File: src/rtl/lap_sequencer.sv
`default_nettype none
// ============================================================================
// lap_sequencer : issues alternating M/I pulses per lap once unlocked by E,
//                 counting steps/laps and faulting on timeout, lost unlock or stall
// Rev 1.0
// ============================================================================
module lap_sequencer #(
  parameter int STEPS     = 11,
  parameter int LAPS      = 2,
  parameter int TIMEOUT   = 8,
  parameter int MAX_STALL = 2
) (
  input  logic       clk,
  input  logic       rst,
  input  logic       start,
  input  logic       abort,
  input  logic       E,
  input  logic       P,
  input  logic [3:0] S_g,
  input  logic       FC,
  output logic       M,
  output logic       I,
  output logic       busy,
  output logic       done,
  output logic       fault,
  output logic [4:0] step_cnt,
  output logic [3:0] lap_cnt,
  output logic [3:0] secret_laps,
  output logic       fc_seen
);

  localparam logic [4:0] c_STEPS     = 5'(STEPS);
  localparam logic [3:0] c_LAPS      = 4'(LAPS);
  localparam logic [7:0] c_TIMEOUT   = 8'(TIMEOUT);
  localparam logic [3:0] c_MAX_STALL = 4'(MAX_STALL);

  typedef enum logic [2:0] {
    ST_IDLE    = 3'd0,
    ST_ARMED   = 3'd1,
    ST_STEP_M  = 3'd2,
    ST_STEP_I  = 3'd3,
    ST_LAP_END = 3'd4,
    ST_DONE    = 3'd5,
    ST_FAULT   = 3'd6
  } state_t;

  state_t     r_state,  w_state_nxt;
  logic [4:0] r_step,   w_step_nxt;
  logic [3:0] r_lap,    w_lap_nxt;
  logic [3:0] r_secret, w_secret_nxt;
  logic       r_fc,     w_fc_nxt;
  logic [7:0] r_wait,   w_wait_nxt;
  logic [3:0] r_stall,  w_stall_nxt;
  logic [3:0] r_sprev,  w_sprev_nxt;

  logic [7:0] w_wait_inc;
  logic [3:0] w_stall_inc;
  logic [4:0] w_step_inc;
  logic [3:0] w_lap_inc;
  logic       w_same;
  logic       w_stall_fault;

  assign w_wait_inc    = r_wait + 8'd1;
  assign w_stall_inc   = r_stall + 4'd1;
  assign w_step_inc    = r_step + 5'd1;
  assign w_lap_inc     = r_lap + 4'd1;
  assign w_same        = (S_g == r_sprev);
  assign w_stall_fault = w_same && (w_stall_inc == c_MAX_STALL);

  always_comb begin
    w_state_nxt  = r_state;
    w_step_nxt   = r_step;
    w_lap_nxt    = r_lap;
    w_secret_nxt = r_secret;
    w_fc_nxt     = r_fc | (busy & FC);
    w_wait_nxt   = r_wait;
    w_stall_nxt  = r_stall;
    w_sprev_nxt  = r_sprev;

    // abort wins over every fault and step transition but leaves counters intact
    if (abort) begin
      w_state_nxt = ST_IDLE;
      w_fc_nxt    = r_fc;
    end else begin
      case (r_state)
        ST_IDLE, ST_DONE: begin
          if (start) begin
            w_state_nxt  = ST_ARMED;
            w_step_nxt   = 5'd0;
            w_lap_nxt    = 4'd0;
            w_secret_nxt = 4'd0;
            w_fc_nxt     = 1'b0;
            w_wait_nxt   = 8'd0;
            w_stall_nxt  = 4'd0;
          end
        end
        ST_ARMED: begin
          if (E) begin
            w_state_nxt = ST_STEP_M;
          end else begin
            w_wait_nxt = w_wait_inc;
            if (w_wait_inc == c_TIMEOUT) w_state_nxt = ST_FAULT;
          end
        end
        ST_STEP_M: begin
          if (!E) begin
            w_state_nxt = ST_FAULT;
          end else begin
            w_sprev_nxt = S_g;
            w_state_nxt = ST_STEP_I;
          end
        end
        ST_STEP_I: begin
          if (!E) begin
            w_state_nxt = ST_FAULT;
          end else if (w_stall_fault) begin
            w_stall_nxt = w_stall_inc;
            w_state_nxt = ST_FAULT;
          end else begin
            w_stall_nxt = w_same ? w_stall_inc : 4'd0;
            w_step_nxt  = w_step_inc;
            w_state_nxt = (w_step_inc == c_STEPS) ? ST_LAP_END : ST_STEP_M;
          end
        end
        ST_LAP_END: begin
          if (!E) begin
            w_state_nxt = ST_FAULT;
          end else begin
            w_lap_nxt    = w_lap_inc;
            w_secret_nxt = P ? (r_secret + 4'd1) : r_secret;
            w_step_nxt   = 5'd0;
            w_state_nxt  = (w_lap_inc == c_LAPS) ? ST_DONE : ST_STEP_M;
          end
        end
        ST_FAULT: w_state_nxt = ST_FAULT;
        default:  w_state_nxt = ST_IDLE;
      endcase
    end
  end

  always_ff @(posedge clk) begin
    if (rst) begin
      r_state  <= ST_IDLE;
      r_step   <= 5'd0;
      r_lap    <= 4'd0;
      r_secret <= 4'd0;
      r_fc     <= 1'b0;
      r_wait   <= 8'd0;
      r_stall  <= 4'd0;
      r_sprev  <= 4'd0;
    end else begin
      r_state  <= w_state_nxt;
      r_step   <= w_step_nxt;
      r_lap    <= w_lap_nxt;
      r_secret <= w_secret_nxt;
      r_fc     <= w_fc_nxt;
      r_wait   <= w_wait_nxt;
      r_stall  <= w_stall_nxt;
      r_sprev  <= w_sprev_nxt;
    end
  end

  assign M           = (r_state == ST_STEP_M);
  assign I           = (r_state == ST_STEP_I);
  assign busy        = (r_state == ST_ARMED) || (r_state == ST_STEP_M) ||
                       (r_state == ST_STEP_I) || (r_state == ST_LAP_END);
  assign done        = (r_state == ST_DONE);
  assign fault       = (r_state == ST_FAULT);
  assign step_cnt    = r_step;
  assign lap_cnt     = r_lap;
  assign secret_laps = r_secret;
  assign fc_seen     = r_fc;

endmodule
`default_nettype wire

File: config.mk
export PLATFORM = sky130hd
export DESIGN_NAME = lap_sequencer
export DESIGN_NICKNAME = d
export VERILOG_FILES = /design/src/rtl/lap_sequencer.sv
export SDC_FILE = /design/constraint.sdc
export NUM_CORES = 1
export LEC_CHECK = 0
export CAP_MARGIN = 20
export CORE_MARGIN = 4
export CORE_UTILIZATION = 48
export DETAILED_ROUTE_END_ITERATION = 6
export PLACE_DENSITY = 0.84
export SYNTH_ARGS = -nofsm -noshare
export SYNTH_HDL_FRONTEND = slang
export SYNTH_SLANG_ARGS = --single-unit
File: constraint.sdc
create_clock -name clk -period 2.6 [get_ports clk]
set_clock_uncertainty 0.05 [all_clocks]
set_input_delay 0.52 -clock clk [delete_from_list [all_inputs] [get_ports clk]]
set_output_delay 0.52 -clock clk [all_outputs]
set_load 0.1 [all_outputs]
==> impl_metrics.toml <==
[grt]
grt_max_degree = 17
grt_pass1_vias = 1884
met1_usage_pct = 24.8
grtUsageMet3_pct = 3.65
grt_use_met2_pct = 30.6
overflow = 0
grt.busiest_layer = "met2"
grt.total_usage_pct = 19.0
grt_pass1_wl_um = 8250
grt_antenna_before_repair = 0

[logic_synthesis]
ys_warn_count = 0
syn_inst = 262
synth_top_cell_area_share_pct = 31.3
syn-cell-area_mm2 = 0.00211
synth_common_cells = "33 x dfxtp_1, 31 x nor2_1, 20 x a21oi_1"
synth.distinct_cells = 59
ys_dominant_reg_cell = "dfxtp_1"
post-synth-top-count-cell = "dfxtp_1"
synth.avg_cell_area_um2 = 8.06
ys_ff_latch = 33
ys_async_sr_fraction_pct = 0
yosysSeqAreaShare_pct = 31.3
yosysTopAreaCell = "dfxtp_1"
syn_nets = 282
synthTopCellsByArea = "dfxtp_1 31%, nor2_1 5.5%, ha_1 5.3%"
synth_edf_count = 0

[floorplanning]
die_area_mm2 = 0.00552
initial_core_util_pct = 51.3
core-area_mm2 = 0.00412
die_y_um = 74.3
fp-row-count = 23
die_w_um = 74.3
io_pins = 30

[sta]
max-slew-margin-rel_pct = 69.5
tns_ns = 0
finalHoldViolCount = 0
setup_viol = 0
rsz0062_at_grt = "false"
period_minus_slack_ns = 2.28
fin_crit_sh_pct = 87.6
holdWs_ns = 0.427
final_max_slew_viol_count = 0
worst_pin_slew_ns = 0.457
max_freq_ghz = 0.439

[setup_path]
crit_fanout = 8
arrival_ns = 2.44
critPathMaxStageDelay_ns = 0.63
path_delay_family = "simple AND/OR/NAND/NOR gates"
crit_type = "in -> reg"
worst-path-buf-inv = 1
slowest_stage = "clkdlybuf4s50_1"
cp.required_ns = 2.77
worstSetupStartpointType = "input pin"
end_kind = "flop"
critical_path.cell_chain = "clkdlybuf4s50_1 > nor2b_1 > o211ai_1 > or2_2 > or4b_1 > a21oi_1"

[job]
drv_cap = 0

[drt]
drt.antenna.violating_nets = 0
totalWireLength_um = 4770
drt_pass1_iterations = 4
avgRoutedWirePerCell_um = 13.7
drt_iter0_drc = 221
vias = 2019
drc = 0
vias_per_cell = 5.79

[cts]
clk_latency_ns = 0.28
cts_tree = "done"
cts_setup_buffers = 0
clock-root-buffer = "clkbuf_8"
clkTransAtPathRegs_ns = 0.07
ctsResizeCount = 0
cts_buffer_depth = 2
cts_buffers = 5
htreeDepth = 2
holdBufCountCts = 0
cts.sink_count = 33

[layout]
fin_nets = 318
area_delta_synth_final_pct = 23.6
stdcell_area_mm2 = 0.00261
drive_gt1_share_pct = 18.4
diodes = 0
fin_cells = 349

[pwr]
p_leak_nw = 1.02
max-vdd-ir-drop_uv = 343
p_per_area_mw_per_mm2 = 425

[placement]
hpwl_um = 3520
dpl.cell_count = 341
place_congestion = 0.851
place_area_mm2 = 0.00251
port_buffers = 29

[worst_hold_path]
hold_class = "reg -> reg"

[status]
outcome = "completed"
-- report_power, final --
group          internal, mW  leakage [nW]  total (mW)  switching, mW
combinational        0.0614         0.702       0.161         0.0991
sequential            0.510         0.266       0.520        0.00972
clock                 0.239        0.0542       0.429          0.190
total                 0.811          1.02        1.11          0.299
-- tightest hold or removal path, delay by kind of cell (launching register included) --
family / cells / cell delay, ns
AO/OA/AOI/OAI: 1 / 0.04
flip-flops: 1 / 0.33
AND/OR/NAND/NOR: 1 / 0.07
-- area by class of cell --
type,count,area [um2]
clock buffers,7,96.3
clock inverters,1,5.00
fillers,351,1500
inverters,15,56.3
multi-input cells,202,1340
flip-flops and latches,33,661
well taps,50,62.6
repair buffers,41,395
-- worst paths after layout --
path,startpoint,endpoint,slack (ns),cells after the start
hold reg to reg,fc_seen,fc_seen,0.43,2
setup / recovery,start,r_wait[3],0.32,6
setup reg to reg,r_wait[0],r_state[2],0.38,6
hold / removal,fc_seen,fc_seen,0.43,2
-- cells in the final DEF (no fill, tap or decap), types with 2 or more instances in the layout --
cell and count:
a41o_1 2, o32ai_1 3, nor4_1 2, or3_1 6, nor2_1 30, and3_1 2, buf_4 26, xor2_1 10
inv_1 15, clkbuf_8 7, nor2_2 2, a211oi_1 2, a32oi_1 2, and3b_1 3, o21ai_0 14, clkdlybuf4s50_1 10
a21bo_2 2, nand2_1 18, mux2i_1 4, o211ai_1 2, a21oi_1 20, or4_1 2, nand3b_1 8, nand3_1 10
and4_1 2, dfxtp_1 33, and2b_1 2, nand2b_1 2, buf_12 5, nor3_1 5, a31oi_1 7, ha_1 9
a2bb2oi_1 2, a21o_1 3
-- cells by family after synthesis --
| kind of cell | after synthesis | share of synthesized area [%] |
|---|---|---|
| adder cells (fa/ha/maj) | 9 | 5.33 |
| AND/OR/NAND/NOR | 105 | 26.6 |
| XOR/XNOR | 12 | 4.98 |
| multiplexers | 5 | 2.43 |
| AO/OA/AOI/OAI | 71 | 23.2 |
| buffers and inverters | 27 | 6.22 |
| flip-flops | 33 | 31.3 |
-- layer usage --
metal,vias to the layer above,part of all wire (%)
met5,-,0
met4,0,1.8
met3,6,5.3
met2,50,48
met1,940,45
li1,1023,-
-- sequential cells by signal (all words and copies together), names as in the netlist --
name         cells
step_cnt         5
r_wait           8
fc_seen          1
secret_laps      4
r_sprev          4
lap_cnt          4
r_state          3
r_stall          4
-- through the flow --
step / power (mW) / setup slack, ns / util [%]
finish: 1.11 / 0.321 / 63.5
global route: 1.15 / 0.173 / 63.5
CTS: 1.12 / 0.332 / 63.5
detailed placement: 0.692 / 0.0452 / 61.0
global placement: 0.689 / 0.105 / 61.0
floorplan: 0.635 / 0.0808 / -
Note: power is estimated with default switching activity, not from simulation.
